File: config.mk
export PLATFORM = sky130hd
export DESIGN_NAME = dmem_param
export DESIGN_NICKNAME = d
export VERILOG_FILES = /design/src/rtl/dmem_param.sv
export SDC_FILE = /design/constraint.sdc
export NUM_CORES = 2
export LEC_CHECK = 0
export ABC_AREA = 1
export CAP_MARGIN = 20
export CORE_MARGIN = 1
export CORE_UTILIZATION = 31
export CTS_BUF_LIST = sky130_fd_sc_hd__clkbuf_8
export CTS_CLUSTER_SIZE = 28
export DETAILED_ROUTE_END_ITERATION = 8
export PLACE_DENSITY = 0.58
export SYNTH_ARGS = -nofsm -noshare
export SYNTH_HDL_FRONTEND = slang
export SYNTH_SLANG_ARGS = --single-unit
File: constraint.sdc
create_clock -name clk -period 9.1 [get_ports clk]
set_clock_uncertainty 0.1 [all_clocks]
set_input_delay 1.365 -clock clk [delete_from_list [all_inputs] [get_ports clk]]
set_output_delay 1.365 -clock clk [all_outputs]
set_load 0.1 [all_outputs]
File: src/rtl/dmem_param.sv
// dmem_param: parameterised single-port data memory with a req/ready handshake, a read-valid
// strobe, out-of-range flagging and a clear engine that runs after reset. Define DMEM_WMASK_EN for byte-lane write masks.
module dmem_param #(
   parameter int                DATA_W  = 8,
   parameter int                ADDR_W  = 8,
   parameter int                DEPTH   = 256,
   parameter logic [DATA_W-1:0] CLR_VAL = '0
) (
   input  logic                clk,
   input  logic                reset_dmem,
   input  logic                req,
   input  logic                we,
   input  logic [ADDR_W-1:0]   dmem_addr,
   input  logic [DATA_W-1:0]   wr_val,
`ifdef DMEM_WMASK_EN
   input  logic [DATA_W/8-1:0] wr_mask,
`endif
   output logic                ready,
   output logic [DATA_W-1:0]   data,
   output logic                data_valid,
   output logic                oob_err
);

   // Handshake: a request is taken on the rising edge where req && ready and reset_dmem is low.
   // While ready is low the request is ignored and nothing is queued.
   localparam int              IDX_W    = (DEPTH > 1) ? $clog2(DEPTH) : 1;
   localparam logic [ADDR_W:0] DEPTH_V  = (ADDR_W+1)'(DEPTH);
   localparam logic [ADDR_W:0] LAST_PTR = (ADDR_W+1)'(DEPTH - 1);

   localparam logic [0:0] ST_CLEAR = 1'b0;
   localparam logic [0:0] ST_IDLE  = 1'b1;

   logic [0:0]        state;
   logic [ADDR_W:0]   clr_ptr;
   logic [DATA_W-1:0] mem [DEPTH];

   logic              in_range;
   logic              accept;
   logic              wr_en;
   logic              clr_en;
   logic [IDX_W-1:0]  acc_idx;
   logic [IDX_W-1:0]  clr_idx;

   assign ready    = (state == ST_IDLE);
   assign in_range = ({1'b0, dmem_addr} < DEPTH_V);
   assign accept   = req && ready && !reset_dmem;
   assign wr_en    = accept && we && in_range;
   assign clr_en   = (state == ST_CLEAR) && !reset_dmem;
   assign acc_idx  = dmem_addr[IDX_W-1:0];
   assign clr_idx  = clr_ptr[IDX_W-1:0];

   // Storage carries no reset; the clear engine initialises it one word per cycle.
   always_ff @(posedge clk) begin
      if (clr_en) begin
         mem[clr_idx] <= CLR_VAL;
      end else if (wr_en) begin
`ifdef DMEM_WMASK_EN
         for (int i = 0; i < DATA_W/8; i++) begin
            if (wr_mask[i]) begin
               mem[acc_idx][8*i +: 8] <= wr_val[8*i +: 8];
            end
         end
`else
         mem[acc_idx] <= wr_val;
`endif
      end
   end

   always_ff @(posedge clk) begin
      if (reset_dmem) begin
         state      <= ST_CLEAR;
         clr_ptr    <= '0;
         data       <= '0;
         data_valid <= 1'b0;
         oob_err    <= 1'b0;
      end else begin
         data_valid <= 1'b0;
         oob_err    <= 1'b0;
         case (state)
            ST_CLEAR: begin
               clr_ptr <= clr_ptr + 1'b1;
               if (clr_ptr == LAST_PTR) begin
                  state <= ST_IDLE;
               end
            end
            ST_IDLE: begin
               if (accept) begin
                  oob_err <= !in_range;
                  if (!we) begin
                     // Out-of-range reads return zero rather than aliasing onto a real word.
                     data       <= in_range ? mem[acc_idx] : '0;
                     data_valid <= 1'b1;
                  end
               end
            end
            default: state <= ST_CLEAR;
         endcase
      end
   end

endmodule

Yosys cells after proc, flatten, opt, wreduce, memory -nomap -nowiden. Memory sizes are Yosys's and may differ from the RTL's. A register that Yosys moved wholly into a read port is not among the register bits. Cells that the tools add are included. Widths: inputs -> output; s select.

Word-level logic and storage cells: 28. Latch bits: 0. Bits in read-only memories: 0. Memory bits (writable): 2048. Memories: 1. Input bits: 20. Flip-flop bits (word level): 11. Output and inout port bits: 11.

Bitwise gates (word level): 3. Divide/modulo/power cells: 0. Shift operators: 0. $mul: 0. $add $sub $neg: 1. Mux-type cells: 11. Reductions and logical operators: 8. Eq/ne operators: 1. Magnitude comparators: 0.

Memories: mem (depth 256, bits a word 8, read ports 1, clocked after memory_dff 1, wr ports 1, line 35) `logic [DATA_W-1:0] mem [DEPTH];`.

Operators with widths (count): $mux 8 (2); $add 9x1->9 const B (1); $eq 9x8->1 const B (1); $mux 1 (9); $reduce_or 8->1 (1); $logic_and 1x1->1 (4); $not 1->1 (3); $reduce_and 3->1 (1); $reduce_or 3->1 (1); $logic_not 1->1 (1).

Depth between registers and ports, before layout.
Depth in word-level cells: 8. Mapped depth: 17. Depth with buffers taken out: 13.

Least setup slack after synthesis. OpenSTA, ideal clock, no wires.

Path type: input to register. Start point: input reset_dmem. End point: memory mem[0][0], data pin. Path buffers: 1. Library setup time: 1.389 ns. Cell stages on the path: 4. Slack: -0.120 ns. Arrival: 7.731 ns. Data required time: 7.611 ns. Path through: inv_2 > nand4_4 > buf_2 > nor2_1.

Longest elaborated chain between the ends: 8. Elaborated cells between the ends (all ways): 9. Those cells by class: mux: 4; reduce/logical: 5.

RTL lines: start: declaration (line 10) `input logic reset_dmem,`; $logic_not 1->1 * (line 46, 48); $logic_and 1x1->1 (line 46) `assign accept = req && ready && !reset_dmem;`; $logic_and 1x1->1 (line 47) `assign wr_en = accept && we && in_range;`; $mux 1 (line 56) `end else if (wr_en) begin`; $mux 1 * (line 54) `if (clr_en) begin`; $mux 1 (implied by the code) * (line 64) `mem[acc_idx] <= wr_val;`; $reduce_or 8->1 (no line) *; $mux 8 (no line) *; end: declaration (line 35).

Every way passes the cells marked *; elsewhere a longest branch is shown, timed or not.

Final worst setup path.
Start point: input reset_dmem. End point: memory mem[54][1] (enable).

Longest elaborated chain between the ends: 8. Elaborated cells between the ends (all ways): 12. Those cells by class: mux: 7; reduce/logical: 5.

RTL lines (line): $logic_not 1->1 * (46, 48); $logic_and 1x1->1 (46); $logic_and 1x1->1 (47); $mux 1 (56); $mux 1 (54); $mux 1 (implied by the code) (64); $reduce_or 8->1 (no line); $mux 8 (no line) or $mux 1 (tied branches).

Marks and branches as above.

==> impl_metrics.tcl <==
set metrics [dict create \
    dp_slack_ns 2.96 \
    cap_viol_max_count 0 \
    grt_usage_pct 16.8 \
    ir_drop_mv 0.145 \
    powerDensity_mw_per_mm2 199 \
    cp_top_family "simple AND/OR/NAND/NOR gates" \
    crit_fanout 25 \
    total_power_mw 18.5 \
    cts_num_sinks 2067 \
    start_util_pct 31.3 \
    synth-simple-area-share_pct 23.2 \
    clock.fmax_mhz 196 \
    multi_input_area_sq_mm 0.0197 \
    synth_compound_area_share_pct 0.125 \
    slowest_stage "nor2_1" \
    dp.cells 10300 \
    post-route-drc-count 0 \
    finalWeightedCongestion 0.892 \
    critPathRequiredTime_ns 9.61 \
    syn_area_per_cell_sq_um 11.8 \
    final_nets 7126 \
    hold_path.class "reg2reg" \
    cts_max_path_buffers 4 \
    worstPathCellList "clkdlybuf4s50_1, inv_2, nand4_4, o21ai_2, inv_2, nor2_2, nand2_1, nor2_1" \
    synth_xor_area_share_pct 0.0209 \
    grt_max_degree 221 \
    fin_util_pct 34.7 \
    worst_pin_slew_ns 1.24 \
    drv_slew 0 \
    first_global_vias 53800 \
    stdcell_area_sq_mm 0.0933 \
    fin_cells 10900 \
    crit_top_cell "inv_2" \
    fillers 26300 \
    outcome "complete, no violations" \
    clock-root-buffer "clkbuf_8" \
    antenna_found_initial 6 \
    netlist.area_leader.share_pct 73.2 \
    setup_viol 0 \
    ctsResizeCount 0 \
    synth_top_family_by_area "simple AND/OR/NAND/NOR gates" \
    seq_area_frac_synth_pct 73.7 \
    timing_hold_violations_final 0 \
    vias 55000 \
    synth_area_sq_mm 0.0840 \
    holdBufCountCts 0 \
    place_area_sq_mm 0.0874 \
    vias_per_cell 5.04 \
    wl_per_cell_microns 21.5 \
    ios 31 \
    critPathMaxStageDelay_ns 1.11 \
    final.period_utilization_pct 56.0 \
    layout_setup_ws_ns 4.00 \
    cts_htree_levels 5 \
    ant_nets 0 \
    drt_wl_total_mm 234 \
    grt_setup_unrepaired "false" \
    ff_latch_area_sq_mm 0.0619 \
    numCtsBuffers 341 \
    crit_buf_inv 3 \
    cts_tree "yes" \
    ys_types 29 \
    clock_latency_ns 1.05 \
    worst_hold_slack_ns 0.409 \
    ys_top_cells_by_area "edfxtp_1 (73%), nand3_1 (12%), nand2_1 (9.6%), buf_2 (1.8%), nor2_1 (1.4%)" \
    cts.clk_slew.worst_paths_ns 0.06 \
    port_buffers 29 \
    final.setup.tns_ns 0 \
    die_w_microns 523 \
    layout-drive-gt1-share_pct 7.18 \
    postCtsSetupBuffers 0 \
    leakage_nw 32.5 \
    die_h_microns 523 \
    ys.warnings.count 0 \
    firstDrtPassIters 6 \
    core_sq_mm 0.269 \
    synthToLayoutAreaGrowth_pct 11.1 \
    endpoint_kind "flip-flop" \
    rows 190 \
    synth_fa_ha_area_share_pct 0.0298 \
    maxSlewHeadroom_pct 17.3 \
    synthesis.nets 7154 \
    crit_arrival_ns 5.60 \
    hpwl_mm 131 \
    synth_mux_area_share_pct 0 \
    yosysTopAreaCell "edfxtp_1" \
    grt_remaining_overflow 0 \
    grt_pass1_wl_mm 344 \
    drt_iter0_markers 5880 \
    crit_type "in2reg" \
    synth-seq-cells 2067 \
    start_kind "input pin" \
    synthCells 7132 \
    period_needed_ns 5.10 \
    dieArea_sq_mm 0.273 \
]
==> cells in the mapped netlist (all sizes together) <==
library cell and count:
conb 1, ha 2, and3 1, nand2 2140
nor3 3, buf 372, o21ai 11, clkbuf 115
inv 64, nor3b 2, nor2 317, o22ai 1
xor2 2, nand3 2027, a21oi 5, edfxtp 2048
clkinv 1, nand4 1, dfxtp 19
==> worst min-delay path, stage by stage, from the launching register on <==
cell and delay, ns:
dfxtp_1 0.30, inv_1 0.07, o22ai_1 0.09
==> kinds of logic after synthesis <==
| family | count (synthesis) |
|---|---|
| fa+ha+maj | 2 |
| xor+xnor | 2 |
| simple gates | 4491 |
| compound gates | 17 |
| buf+inv | 552 |
| flops | 2067 |
| other cells | 1 |
==> cells in the final DEF, fill, tap and decap left out, drive strengths merged, types with 3 or more instances in the layout <==
| cell type | Yosys | final |
|---|---|---|
| nand2 | 2140 | 2140 |
| edfxtp | 2048 | 2048 |
| nand3 | 2027 | 2027 |
| clkbuf | 115 | 349 |
| nor2 | 317 | 317 |
| inv | 64 | 174 |
| clkinv | 1 | 123 |
| buf | 372 | 94 |
| clkdlybuf4s50 | 0 | 22 |
| dfxtp | 19 | 19 |
| o21ai | 11 | 11 |
| a21oi | 5 | 5 |
| bufinv | 0 | 4 |
| clkinvlp | 0 | 4 |
| nor3 | 3 | 3 |
==> where the power goes <==
group / switching (mW) / total [mW] / leakage, nW / internal [mW]
clock network: 3.61 / 7.26 / 3.44 / 3.66
logic: 0.704 / 0.947 / 10.2 / 0.243
registers: 0.00261 / 10.3 / 18.8 / 10.3
total: 4.31 / 18.5 / 32.5 / 14.2
==> state kept, by name, summed over array words and instances, names as in the netlist <==
name        cells
ready           1
data            8
data_valid      1
clr_ptr         9
mem          2048
==> cell type report <==
type	count	area share, %
flip-flops and latches	2067	66.3
well taps	3552	4.76
clock inverters	240	1.16
clock buffers	349	5.15
repair buffers	116	1.23
inverters	65	0.298
diodes	1	0.00268
multi-input cells	4513	21.1
==> final timing paths <==
path                   start          to  slack (ns)  cells after the start
setup / recovery  reset_dmem  mem[54][1]        4.00                      8
hold / removal    clr_ptr[8]  clr_ptr[8]        0.41                      2
setup reg to reg       ready  mem[54][1]        4.80                      6
hold reg to reg   clr_ptr[8]  clr_ptr[8]        0.41                      2
==> metal layers <==
layer | part of all wire (%) | track usage (%)
met1 | 41 | 21.7
met2 | 48 | 27.9
met3 | 7.8 | 3.10
met4 | 3.7 | 6.72
met5 | 0.0030 | 0
(Power assumes the default switching activity.)
